--- config.mk ---
export PLATFORM = sky130hd
export DESIGN_NAME = fetch_decode_bundle_reg
export DESIGN_NICKNAME = d
export VERILOG_FILES = /design/src/rtl/fe_pipe_pkg.sv /design/src/rtl/fetch_decode_bundle_reg_slot_compactor.sv /design/src/rtl/fetch_decode_bundle_reg.sv
export SDC_FILE = /design/constraint.sdc
export NUM_CORES = 1
export LEC_CHECK = 0
export CORE_ASPECT_RATIO = 0.6
export CORE_UTILIZATION = 45
export CTS_BUF_LIST = sky130_fd_sc_hd__clkbuf_8
export CTS_CLUSTER_DIAMETER = 200
export DETAILED_ROUTE_END_ITERATION = 8
export GPL_ROUTABILITY_DRIVEN = 0
export PLACE_DENSITY_LB_ADDON = 0.1
export SETUP_SLACK_MARGIN = 0.1
export SYNTH_ARGS = -nofsm -noshare
export SYNTH_HDL_FRONTEND = slang
export SYNTH_SLANG_ARGS = --single-unit
--- constraint.sdc ---
create_clock -name clk -period 13.2 [get_ports clk]
set_clock_uncertainty 0.15 [all_clocks]
set_input_delay 1.98 -clock clk [delete_from_list [all_inputs] [get_ports clk]]
set_output_delay 1.98 -clock clk [all_outputs]
set_load 0.02 [all_outputs]
--- src/rtl/fe_pipe_pkg.sv ---
// fe_pipe_pkg: shared front-end types and helpers for the fetch/decode pipeline.
package fe_pipe_pkg;

    localparam int XLEN = 32;

    typedef struct packed {
        logic [XLEN-1:0] pc;
        logic [XLEN-1:0] instr;
        logic            pred_taken;
    } slot_t;

    function automatic int unsigned popcount(input logic [31:0] v);
        popcount = 0;
        for (int i = 0; i < 32; i++) popcount += 32'(v[i]);
    endfunction

endpackage

--- src/rtl/fetch_decode_bundle_reg_slot_compactor.sv ---
// slot_compactor: next-state slot array after partial dequeue and optional bundle append.
module slot_compactor
    import fe_pipe_pkg::*;
#(
    parameter int WIDTH = 2,
    localparam int CW = $clog2(WIDTH + 1)
) (
    input  slot_t [WIDTH-1:0] cur,
    input  logic  [CW-1:0]    count,
    input  logic  [CW-1:0]    deq_eff,
    input  slot_t [WIDTH-1:0] in_slots,
    input  logic  [CW-1:0]    in_cnt,
    input  logic              accept,
    output slot_t [WIDTH-1:0] nxt,
    output logic  [CW-1:0]    nxt_count
);

    localparam int IW = WIDTH > 1 ? $clog2(WIDTH) : 1;

    logic [CW-1:0] remain;

    assign remain    = count - deq_eff;
    assign nxt_count = remain + (accept ? in_cnt : '0);

    // Survivors shift down to slot 0; the new bundle lands right behind them.
    for (genvar i = 0; i < WIDTH; i++) begin : g_slot
        assign nxt[i] = CW'(i) < remain ? cur[IW'(i + int'(deq_eff))]
                      : (accept && (CW'(i) - remain < in_cnt)) ? in_slots[IW'(i - int'(remain))]
                      : '0;
    end

endmodule

--- src/rtl/fetch_decode_bundle_reg.sv ---
// fetch_decode_bundle_reg: WIDTH-slot fetch/decode buffer with partial consume,
// atomic bundle append, hold (cache miss) and flush (redirect).
module fetch_decode_bundle_reg
    import fe_pipe_pkg::*;
#(
    parameter int WIDTH = 2,
    parameter int XLEN = fe_pipe_pkg::XLEN,
    localparam int CW = $clog2(WIDTH + 1)
) (
    input  logic                  clk,
    input  logic                  reset,
    input  logic                  hold,
    input  logic                  flush,
    input  logic [WIDTH-1:0]      in_valid,
    input  logic [WIDTH*XLEN-1:0] in_pc,
    input  logic [WIDTH*XLEN-1:0] in_instr,
    input  logic [WIDTH-1:0]      in_pred_taken,
    output logic                  in_ready,
    input  logic [CW-1:0]         deq_cnt,
    output logic [WIDTH-1:0]      out_valid,
    output logic [WIDTH*XLEN-1:0] out_pc,
    output logic [WIDTH*XLEN-1:0] out_instr,
    output logic [WIDTH-1:0]      out_pred_taken,
    output logic [CW-1:0]         out_count
);

    if (XLEN != fe_pipe_pkg::XLEN) begin : g_bad_xlen
        $error("XLEN must match fe_pipe_pkg::XLEN");
    end
    if (WIDTH < 1 || WIDTH > 32) begin : g_bad_width
        $error("WIDTH must be in 1..32");
    end

    slot_t [WIDTH-1:0] slots, in_slots, nxt;
    logic  [CW-1:0]    count, in_cnt, deq_eff, remain, nxt_count;
    logic              accept;

    assign in_cnt   = CW'(popcount(32'(in_valid)));
    assign deq_eff  = deq_cnt < count ? deq_cnt : count;
    assign remain   = count - deq_eff;
    assign in_ready = !reset && !hold && !flush && (CW'(WIDTH) - remain >= in_cnt);
    assign accept   = in_ready && in_cnt != '0;

    for (genvar i = 0; i < WIDTH; i++) begin : g_io
        assign in_slots[i] = '{pc: in_pc[i*XLEN +: XLEN], instr: in_instr[i*XLEN +: XLEN],
                               pred_taken: in_pred_taken[i]};
        assign out_pc[i*XLEN +: XLEN]    = slots[i].pc;
        assign out_instr[i*XLEN +: XLEN] = slots[i].instr;
        assign out_pred_taken[i]         = slots[i].pred_taken;
        assign out_valid[i]              = CW'(i) < count;
    end

    assign out_count = count;

    slot_compactor #(.WIDTH(WIDTH)) u_compactor (
        .cur       (slots),
        .count     (count),
        .deq_eff   (deq_eff),
        .in_slots  (in_slots),
        .in_cnt    (in_cnt),
        .accept    (accept),
        .nxt       (nxt),
        .nxt_count (nxt_count)
    );

    always_ff @(posedge clk or posedge reset) begin
        if (reset) begin
            slots <= '0;
            count <= '0;
        end else if (!hold) begin
            slots <= flush ? '0 : nxt;
            count <= flush ? '0 : nxt_count;
        end
    end

    // Valid bits of an incoming bundle must be packed from slot 0.
    assert property (@(posedge clk) disable iff (reset)
        (in_valid & (in_valid + WIDTH'(1))) == '0);

endmodule

==> results of run 1 <==
==> area by class of cell <==
type / count / share of cell area
multi-input combinational: 168 / 0.199
clock buffer: 17 / 0.0295
clock inverter: 15 / 0.0254
tap: 160 / 0.0252
inverter: 78 / 0.0372
timing repair buffer: 214 / 0.267
sequential: 132 / 0.416
==> kinds of logic after synthesis <==
kind of cell | synth area share
buffers and inverters | 0.104
DFF | 0.607
and+or+nand+nor | 0.0214
xor gates and xnor gates | 0.00483
adders and majority gates | 0.0299
AOI/OAI and AO/OA | 0.232
==> flip-flops by register name (all words and copies together) (netlist names) <==
name            cells
out_instr          64
out_count           2
out_pred_taken      2
out_pc             64
==> cell usage in the layout (no fill, tap or decap), types with 2 or more instances in the layout <==
| cell | n |
|---|---|
| nand2_1 | 3 |
| ha_1 | 13 |
| clkinv_2 | 3 |
| nor2_1 | 2 |
| clkdlybuf4s50_1 | 206 |
| a222oi_1 | 65 |
| buf_4 | 7 |
| inv_2 | 2 |
| inv_1 | 75 |
| dfrtp_1 | 132 |
| clkbuf_8 | 17 |
| nand2b_1 | 2 |
| bufinv_16 | 4 |
| xnor2_1 | 2 |
| clkinvlp_4 | 3 |
| nor3_2 | 2 |
| inv_6 | 4 |
| a22o_1 | 65 |
==> worst register-to-register path, cell delays in order, from the launching register on <==
cell and delay, ns:
dfrtp_1 0.44, ha_1 0.30, nor2_1 0.04, o22a_1 0.18, ha_1 0.19, xor2_1 0.32
inv_2 0.12, ha_1 0.34, ha_1 0.31, inv_1 0.07, a21oi_2 0.10, nor3_2 0.21
and3_2 0.68, buf_4 0.52, a22o_1 0.22
==> path summary, 6_finish.rpt <==
kind / start / endpoint / depth (start not counted)
worst min register to register: out_instr[62] / out_instr[62] / 2
worst max register to register: out_count[1] / out_pc[13] / 14
min in group asynchronous: reset / out_instr[17] / 2
worst min-delay path: out_instr[62] / out_instr[62] / 2
worst max-delay path: deq_cnt[1] / in_ready / 14
max in group asynchronous: reset / out_instr[39] / 3
==> power breakdown <==
group          internal (mW)  switching, mW  total, mW
clock                  0.207          0.169      0.376
sequential             0.482         0.0588      0.541
combinational          0.257          0.310      0.567
==> per-layer routing <==
metal | part of all wire | vias up | wire length [um]
met2 | 0.46 | 203 | 7180
met3 | 0.11 | 11 | 1780
met4 | 0.0091 | 0 | 141
met5 | 0 | - | 0
met1 | 0.41 | 2248 | 6430
li1 | - | 1967 | -
==> metrics.txt, run 1 <==
CTS tree=built; Fmax=136 MHz; synth top area cells=dfrtp_1 (61%), a222oi_1 (12%), a22o_1 (10%), inv_1 (5.2%), ha_1 (3.0%); Fin. Hold Viols=0; Cell variety after synth=31; total chip power=1.48 mW; vias per inst=5.65; DRC=0; crit path kind=input pin to output port; Worst Hold Class=register to register; CP max stage delay=0.56 ns; number of global-route vias before repair=4,593; Reg area=3300 sq um; crit share post-route=0.558; top cells by count, synth=dfrtp_1 (132), inv_1 (76), a222oi_1 (65), a22o_1 (65), ha_1 (13); Area Growth Syn to Fin=45.8%; global route hottest layer=met2; design area=7930 sq um; Initial Util=0.472; Worst path most repeated cell=ha_1; Top Ports=273; share of layout cells above drive strength 1=0.0817; grt total ovfl=0; number of gates resized after cts=0; EDFF count, synth=0; Synth area leader=dfrtp_1; Setup Viol. Count Final=0; H-tree depth=4; worst slew pin tran=1.01 ns; initial antenna violation count=0; count leader, synth=dfrtp_1; CP Data Arrival Time=5.24 ns; cell family with most CP delay=buffers and inverters; row count=30; CP endpoint kind=output port; GR Util met1=0.316; Die Span Y=87.2 um; post-synth net total=566; Seq/Total Area, Yosys=0.607; GRT Util Overall=0.255; detailed placement HPWL=9.85 mm; Post-CTS Setup Inserts=0; Routed WL=15.5 mm; Final Max Slew Viols=0; dpl cells=752; CTS sink cnt=132; Mapped Cells=415; post-synthesis register bit count=132; drt wl/cell=19.8 um; first-pass GRT wire length=23.9 mm; Max-Cap Viols=0; Initial DRC Count=481; CP Launch Type=input pin; PortBufs=207; peak supply drop=0.0985 mV; CTS root buffer=clkbuf_8; total CTS buffers=17; Worst Slack Setup Final=5.83 ns; clock latency on the worst-skew pair=0.43 ns; flop-to-flop setup slack=8.99 ns; hold_buf cts=0; required time worst endpoint=11.07 ns; CP cell instances=clkdlybuf4s50_1 -> inv_1 -> ha_1 -> nor2_1 -> o22a_1 -> ha_1 -> xor2_1 -> inv_2 -> ha_1 -> ha_1 -> inv_1 -> a21oi_2 -> nor2_1 -> clkdlybuf4s50_1; hold_ws=0.364 ns; multi-input logic area=1580 sq um; die area=12,500 sq um; Syn. warnings=0; Die Wd=144 um; # nets final=762; diode count=0; fill count=855; routing usage on met2=0.404; Final Non-Filler Cells=784; CTS max path bufs=2; pre-CTS setup slack=5.82 ns; post-placement cell area=7500 sq um; Syn Area/Cell=13.1 sq um; RSZ-0062 raised after global routing=false; met3 Use GR=0.107; Post-DRT Antenna Nets=0; Tmin final=7.37 ns; number of buffers and inverters on the critical path=5; setup TNS=0 ns; share of the synthesized area in the top cell type=0.607; largest net degree at the start of global routing=81; max_slew headroom=0.325; routed via count=4,429; status=completed; Async S/R FF share, synth=1.00; top_reg_cell synth=dfrtp_1; PD cells=187 nW/um^2; Mapped Area=5440 sq um; Slowest cell on crit path=clkdlybuf4s50_1; clk slew on worst S/H paths=0.08 ns; worst-path maximum fanout=4; post-layout util=0.688; core area=11,500 sq um; Lkg Pwr=3.98 nW; Pre-antenna DRT Iters=7
(Power assumes the default switching activity.)
==> inputs of run 2 (changes only) <==
CORE_UTILIZATION = 37   (was 45)
clock period = 6.69 ns   (was 13.2 ns; I/O delays follow)
==> metrics.txt, run 2 (synthesis results as in run 1) <==
die area=15,200 sq um (+21%); diode count=0 (unchanged); drt wl/cell=19.7 um (-0.65%); hold_sp=out_instr[61]; Final Non-Filler Cells=816 (+4.1%); clk slew on worst S/H paths=0.07 ns (about the same); largest net degree at the start of global routing=80 (-1.2%); number of gates resized after cts=0 (unchanged); routed via count=4,449 (+0.45%); required time worst endpoint=5.54 ns (-5.53 ns); Pre-antenna DRT Iters=9 (+2); design area=7960 sq um (+0.32%); worst slew pin tran=0.967 ns (-0.0453 ns); max_slew headroom=0.355 (+0.0302); crit share post-route=0.813; post-placement cell area=7560 sq um (+0.80%); crit path kind=input pin to output port; Worst path most repeated cell=ha_1; hold_ws=0.365 ns (+0.000578 ns); CP endpoint kind=output port; commonest non-fill, non-tap cell in the layout=clkdlybuf4s50_1; Top Ports=273 (unchanged); hold_buf cts=0 (unchanged); dpl cells=785 (+4.4%); DRC=0 (unchanged); first-pass GRT wire length=24.8 mm (+3.7%); Post-DRT Antenna Nets=0 (unchanged); number of global-route vias before repair=4,595 (+0.044%); flop-to-flop setup slack=2.81 ns (-6.18 ns); Fmax=184 MHz; CP max stage delay=0.56 ns (about the same); Lkg Pwr=3.97 nW (-0.32%); Area Growth Syn to Fin=46.3%; Initial DRC Count=508 (+5.6%); # nets final=763 (+0.13%); peak supply drop=0.136 mV (+39%); setup TNS=0 ns (unchanged); share of layout cells above drive strength 1=0.0785 (-0.00321); core area=14,000 sq um (+21%); Tmin final=5.44 ns; Reg2Reg Capture Point=out_instr[19]; grt total ovfl=0 (unchanged); CP Data Arrival Time=4.29 ns (-0.95 ns); row count=33 (+10%); CP Launch Type=input pin; Setup Viol. Count Final=0 (unchanged); H-tree depth=4 (unchanged); PD cells=362 nW/um^2 (+93%); total CTS buffers=17 (unchanged); CP cell instances=clkdlybuf4s50_1 -> inv_1 -> ha_1 -> nor2_1 -> o22a_1 -> ha_1 -> xor2_1 -> inv_2 -> ha_1 -> ha_1 -> inv_1 -> a21oi_2 -> nor2_1 -> clkdlybuf4s50_1; Max-Cap Viols=0 (unchanged); total chip power=2.88 mW (+94%); Initial Util=0.389 (-0.0834); worst-path maximum fanout=4 (unchanged); clock latency on the worst-skew pair=0.42 ns (about the same); RSZ-0062 raised after global routing=false; CTS sink cnt=132 (unchanged); reg2reg path depth=15 (+1); Die Span Y=95.9 um (+10%); vias per inst=5.45 (-3.5%); Die Wd=159 um (+10%); CTS tree=built; PortBufs=207 (unchanged); Post-CTS Setup Inserts=0 (unchanged); detailed placement HPWL=10.4 mm (+5.7%); worst r2r src=out_count[1]; Worst Hold Class=register to register; Final Max Slew Viols=0 (unchanged); Routed WL=16.1 mm (+3.4%); multi-input logic area=1580 sq um (unchanged); initial antenna violation count=0 (unchanged); CTS max path bufs=2 (unchanged); Slowest cell on crit path=clkdlybuf4s50_1; Reg area=3300 sq um (unchanged); CTS root buffer=clkbuf_8; Hold Path Depth=2 (unchanged); most frequent cells in the layout=clkdlybuf4s50_1 (206), dfrtp_1 (132), inv_1 (77), a22o_1 (65), a222oi_1 (65); hold endpoint=out_instr[61]; Fin. Hold Viols=0 (unchanged); fill count=1,136 (+33%); status=completed; GRT Util Overall=0.216 (-0.0394)
-- run 2: cell count changes in the layout (fill, tap and decap cells not counted), sizes merged --
cell	before	now
clkinvlp	3	5
buf	8	9
inv	82	80
bufinv	4	3
-- run 2: how the worst max path moves through the flow --
stage                    start           end  slack (ns)  depth (start not counted)
CTS                 deq_cnt[1]      in_ready        1.25                         14
floorplan                reset  out_count[0]        2.01                          1
global placement    deq_cnt[1]      in_ready        1.30                         14
global route        deq_cnt[1]      in_ready        1.04                         14
finish              deq_cnt[1]      in_ready        1.25                         14
detailed placement  deq_cnt[1]      in_ready        1.26                         14
-- run 2: final cells by class --
type	instances	area share
clock inverter	14	0.0209
sequential	132	0.415
tap	192	0.0302
timing repair buffer	215	0.269
multi-input combinational	168	0.198
inverter	78	0.0371
clock buffer	17	0.0294
-- run 2: stage by stage --
stage | util | worst slack [ns]
2_1_floorplan | - | 2.01
3_3_place_gp | 0.540 | 1.30
3_5_place_dp | 0.540 | 1.26
4_1_cts | 0.568 | 1.25
5_1_grt | 0.568 | 1.04
6_report | 0.568 | 1.25
-- run 2: layer usage --
layer | vias to the layer above | track usage | routed length [um]
met5 | - | 0 | 0
li1 | 1976 | - | -
met3 | 10 | 0.0900 | 1650
met4 | 0 | 0.0593 | 115
met1 | 2259 | 0.270 | 6940
met2 | 204 | 0.343 | 7350
-- run 2: power breakdown --
group | total (mW) | switching, mW | leakage, nW | internal (mW)
Combinational | 1.13 | 0.621 | 1.94 | 0.514
Sequential | 1.07 | 0.116 | 1.83 | 0.952
Clock | 0.679 | 0.314 | 0.192 | 0.364
Total | 2.88 | 1.05 | 3.97 | 1.83
-- run 2: worst max-delay path: cells and delay by family --
| kind | cells | cell delay [ns] |
|---|---|---|
| and+or+nand+nor | 2 | 0.19 |
| AOI/OAI and AO/OA | 2 | 0.46 |
| adders and majority gates | 4 | 1.09 |
| buffers and inverters | 5 | 1.23 |
| xor gates and xnor gates | 1 | 0.31 |
==> inputs of run 3 (changes only) <==
clock period = 4.58 ns   (was 6.69 ns; I/O delays follow)
==> metrics.txt, run 3 (synthesis results as in run 1) <==
status=completed; peak supply drop=0.249 mV (+82%); cell family with most CP delay=adder cells; Worst Hold Class=register to register; PortBufs=207 (unchanged); DRC=0 (unchanged); RSZ-0062 raised after global routing=false; max_slew headroom=0.321 (-0.0338); Lkg Pwr=4.05 nW (+2.0%); Max-Cap Viols=0 (unchanged); most frequent cells in the layout=clkdlybuf4s50_1 (205), dfrtp_1 (132), inv_1 (76), a22o_1 (65), a222oi_1 (65); CP Data Arrival Time=3.45 ns (-0.84 ns); vias per inst=5.41 (-0.85%); CTS root buffer=clkbuf_8; hold_buf cts=0 (unchanged); Initial DRC Count=520 (+2.4%); CP endpoint kind=output port; CTS sink cnt=132 (unchanged); hold_ws=0.364 ns (-0.00141 ns); Pre-antenna DRT Iters=6 (-3); clk slew on worst S/H paths=0.07 ns (about the same); initial antenna violation count=0 (unchanged); total chip power=4.39 mW (+52%); Worst Slack Setup Final=0.296 ns (-0.955 ns); Final Non-Filler Cells=825 (+1.1%); Die Span Y=95.9 um (unchanged); Reg area=3300 sq um (unchanged); commonest non-fill, non-tap cell in the layout=clkdlybuf4s50_1; # nets final=771 (+1.0%); Setup Viol. Count Final=0 (unchanged); Slowest cell on crit path=clkdlybuf4s50_1; crit path kind=input pin to output port; Post-CTS Setup Inserts=0 (unchanged); grt total ovfl=0 (unchanged); diode count=0 (unchanged); Initial Util=0.389 (unchanged); pre-CTS setup slack=0.0133 ns (-1.24 ns); number of global-route vias before repair=4,565 (-0.65%); Fin. Hold Viols=0 (unchanged); CP max stage delay=0.48 ns (-0.08 ns); required time worst endpoint=3.74 ns (-1.80 ns); CP cell instances=clkdlybuf4s50_1 -> inv_1 -> ha_1 -> nor2_1 -> o22a_1 -> ha_1 -> xor2_2 -> inv_2 -> ha_1 -> ha_1 -> inv_1 -> a21oi_2 -> nor2_1 -> dlygate4sd2_1; core area=14,000 sq um (unchanged); worst-path maximum fanout=2 (-2); Post-DRT Antenna Nets=0 (unchanged); drt wl/cell=19.3 um (-1.7%); total CTS buffers=17 (unchanged); GRT Util Overall=0.215 (about the same); CP Launch Type=input pin; CTS max path bufs=2 (unchanged); worst slew pin tran=1.02 ns (+0.0508 ns); Top Ports=273 (unchanged); Routed WL=16.0 mm (-0.65%); Worst path most repeated cell=ha_1; post-placement cell area=7650 sq um (+1.3%); Tmin final=4.28 ns; fill count=1,136 (unchanged); multi-input logic area=1590 sq um (+0.48%); row count=33 (unchanged); share of layout cells above drive strength 1=0.0948 (+0.0163); routed via count=4,460 (+0.25%); setup TNS=0 ns (unchanged); clock latency on the worst-skew pair=0.43 ns (about the same); Area Growth Syn to Fin=49.0%; largest net degree at the start of global routing=80 (unchanged); post-layout util=0.579 (+0.0105); detailed placement HPWL=10.1 mm (-2.7%); CTS tree=built; design area=8100 sq um (+1.8%); PD cells=541 nW/um^2 (+50%); H-tree depth=4 (unchanged); Fmax=233 MHz; die area=15,200 sq um (unchanged); first-pass GRT wire length=24.6 mm (-0.73%); Final Max Slew Viols=0 (unchanged); Die Wd=159 um (unchanged); crit share post-route=0.935; number of buffers and inverters on the critical path=5 (unchanged); dpl cells=793 (+1.0%)
## run 3: changes by cell type in the layout (fill, tap and decap cells not counted), sizes merged
cell           before  now
buf                 9   17
bufinv              3    4
clkinvlp            5    4
clkdlybuf4s50     206  205
clkinv              4    3
clkbuf             17   19
dlygate4sd2         0    1
## run 3: worst paths after layout
check / from / endpoint / slack, ns / depth (start not counted)
min in group asynchronous: reset / out_instr[20] / 0.73 / 2
setup / recovery: deq_cnt[1] / in_ready / 0.30 / 14
max in group asynchronous: reset / out_instr[19] / 2.65 / 3
setup reg to reg: out_count[1] / out_count[1] / 1.00 / 18
hold reg to reg: out_pc[49] / out_pc[49] / 0.36 / 2
hold / removal: out_pc[49] / out_pc[49] / 0.36 / 2
## run 3: metal layers
metal / share of wire / vias to the layer above / global-route usage
met4: 0.0088 / 0 / 0.0713
met2: 0.45 / 213 / 0.331
li1: - / 1983 / -
met5: 0 / - / 0
met1: 0.44 / 2252 / 0.284
met3: 0.10 / 12 / 0.0756
## run 3: final cells by class
cell class                      instances  share of cell area
Sequential cell                       132               0.408
Timing Repair Buffer                  223               0.276
Clock inverter                         13              0.0224
Inverter                               78              0.0364
Clock buffer                           19              0.0323
Tap cell                              192              0.0296
Multi-Input combinational cell        168               0.196
## run 3: where the power goes
group,switching [mW],internal (mW)
sequential,0.167,1.39
clock,0.468,0.621
combinational,0.919,0.822
total,1.55,2.83
## run 3: repair_timing
action | in CTS | in global routing
setup endpoints to repair | 1 | 1
resized for setup | 1 | 1
pin swaps | 0 | 0
## run 3: worst register-to-register path, stage by stage, from the launching register on
cell and delay [ns]:
dfrtp_1 0.44, ha_1 0.30, nor2_1 0.04, o22a_1 0.19, ha_1 0.22, xor2_2 0.22, inv_2 0.05, ha_1 0.32
buf_4 0.13, inv_1 0.03, ha_1 0.19, a21oi_2 0.12, buf_4 0.16, nor3_2 0.05, and2_1 0.16, ha_1 0.19
xnor2_1 0.18, xnor2_1 0.11, o31ai_1 0.23
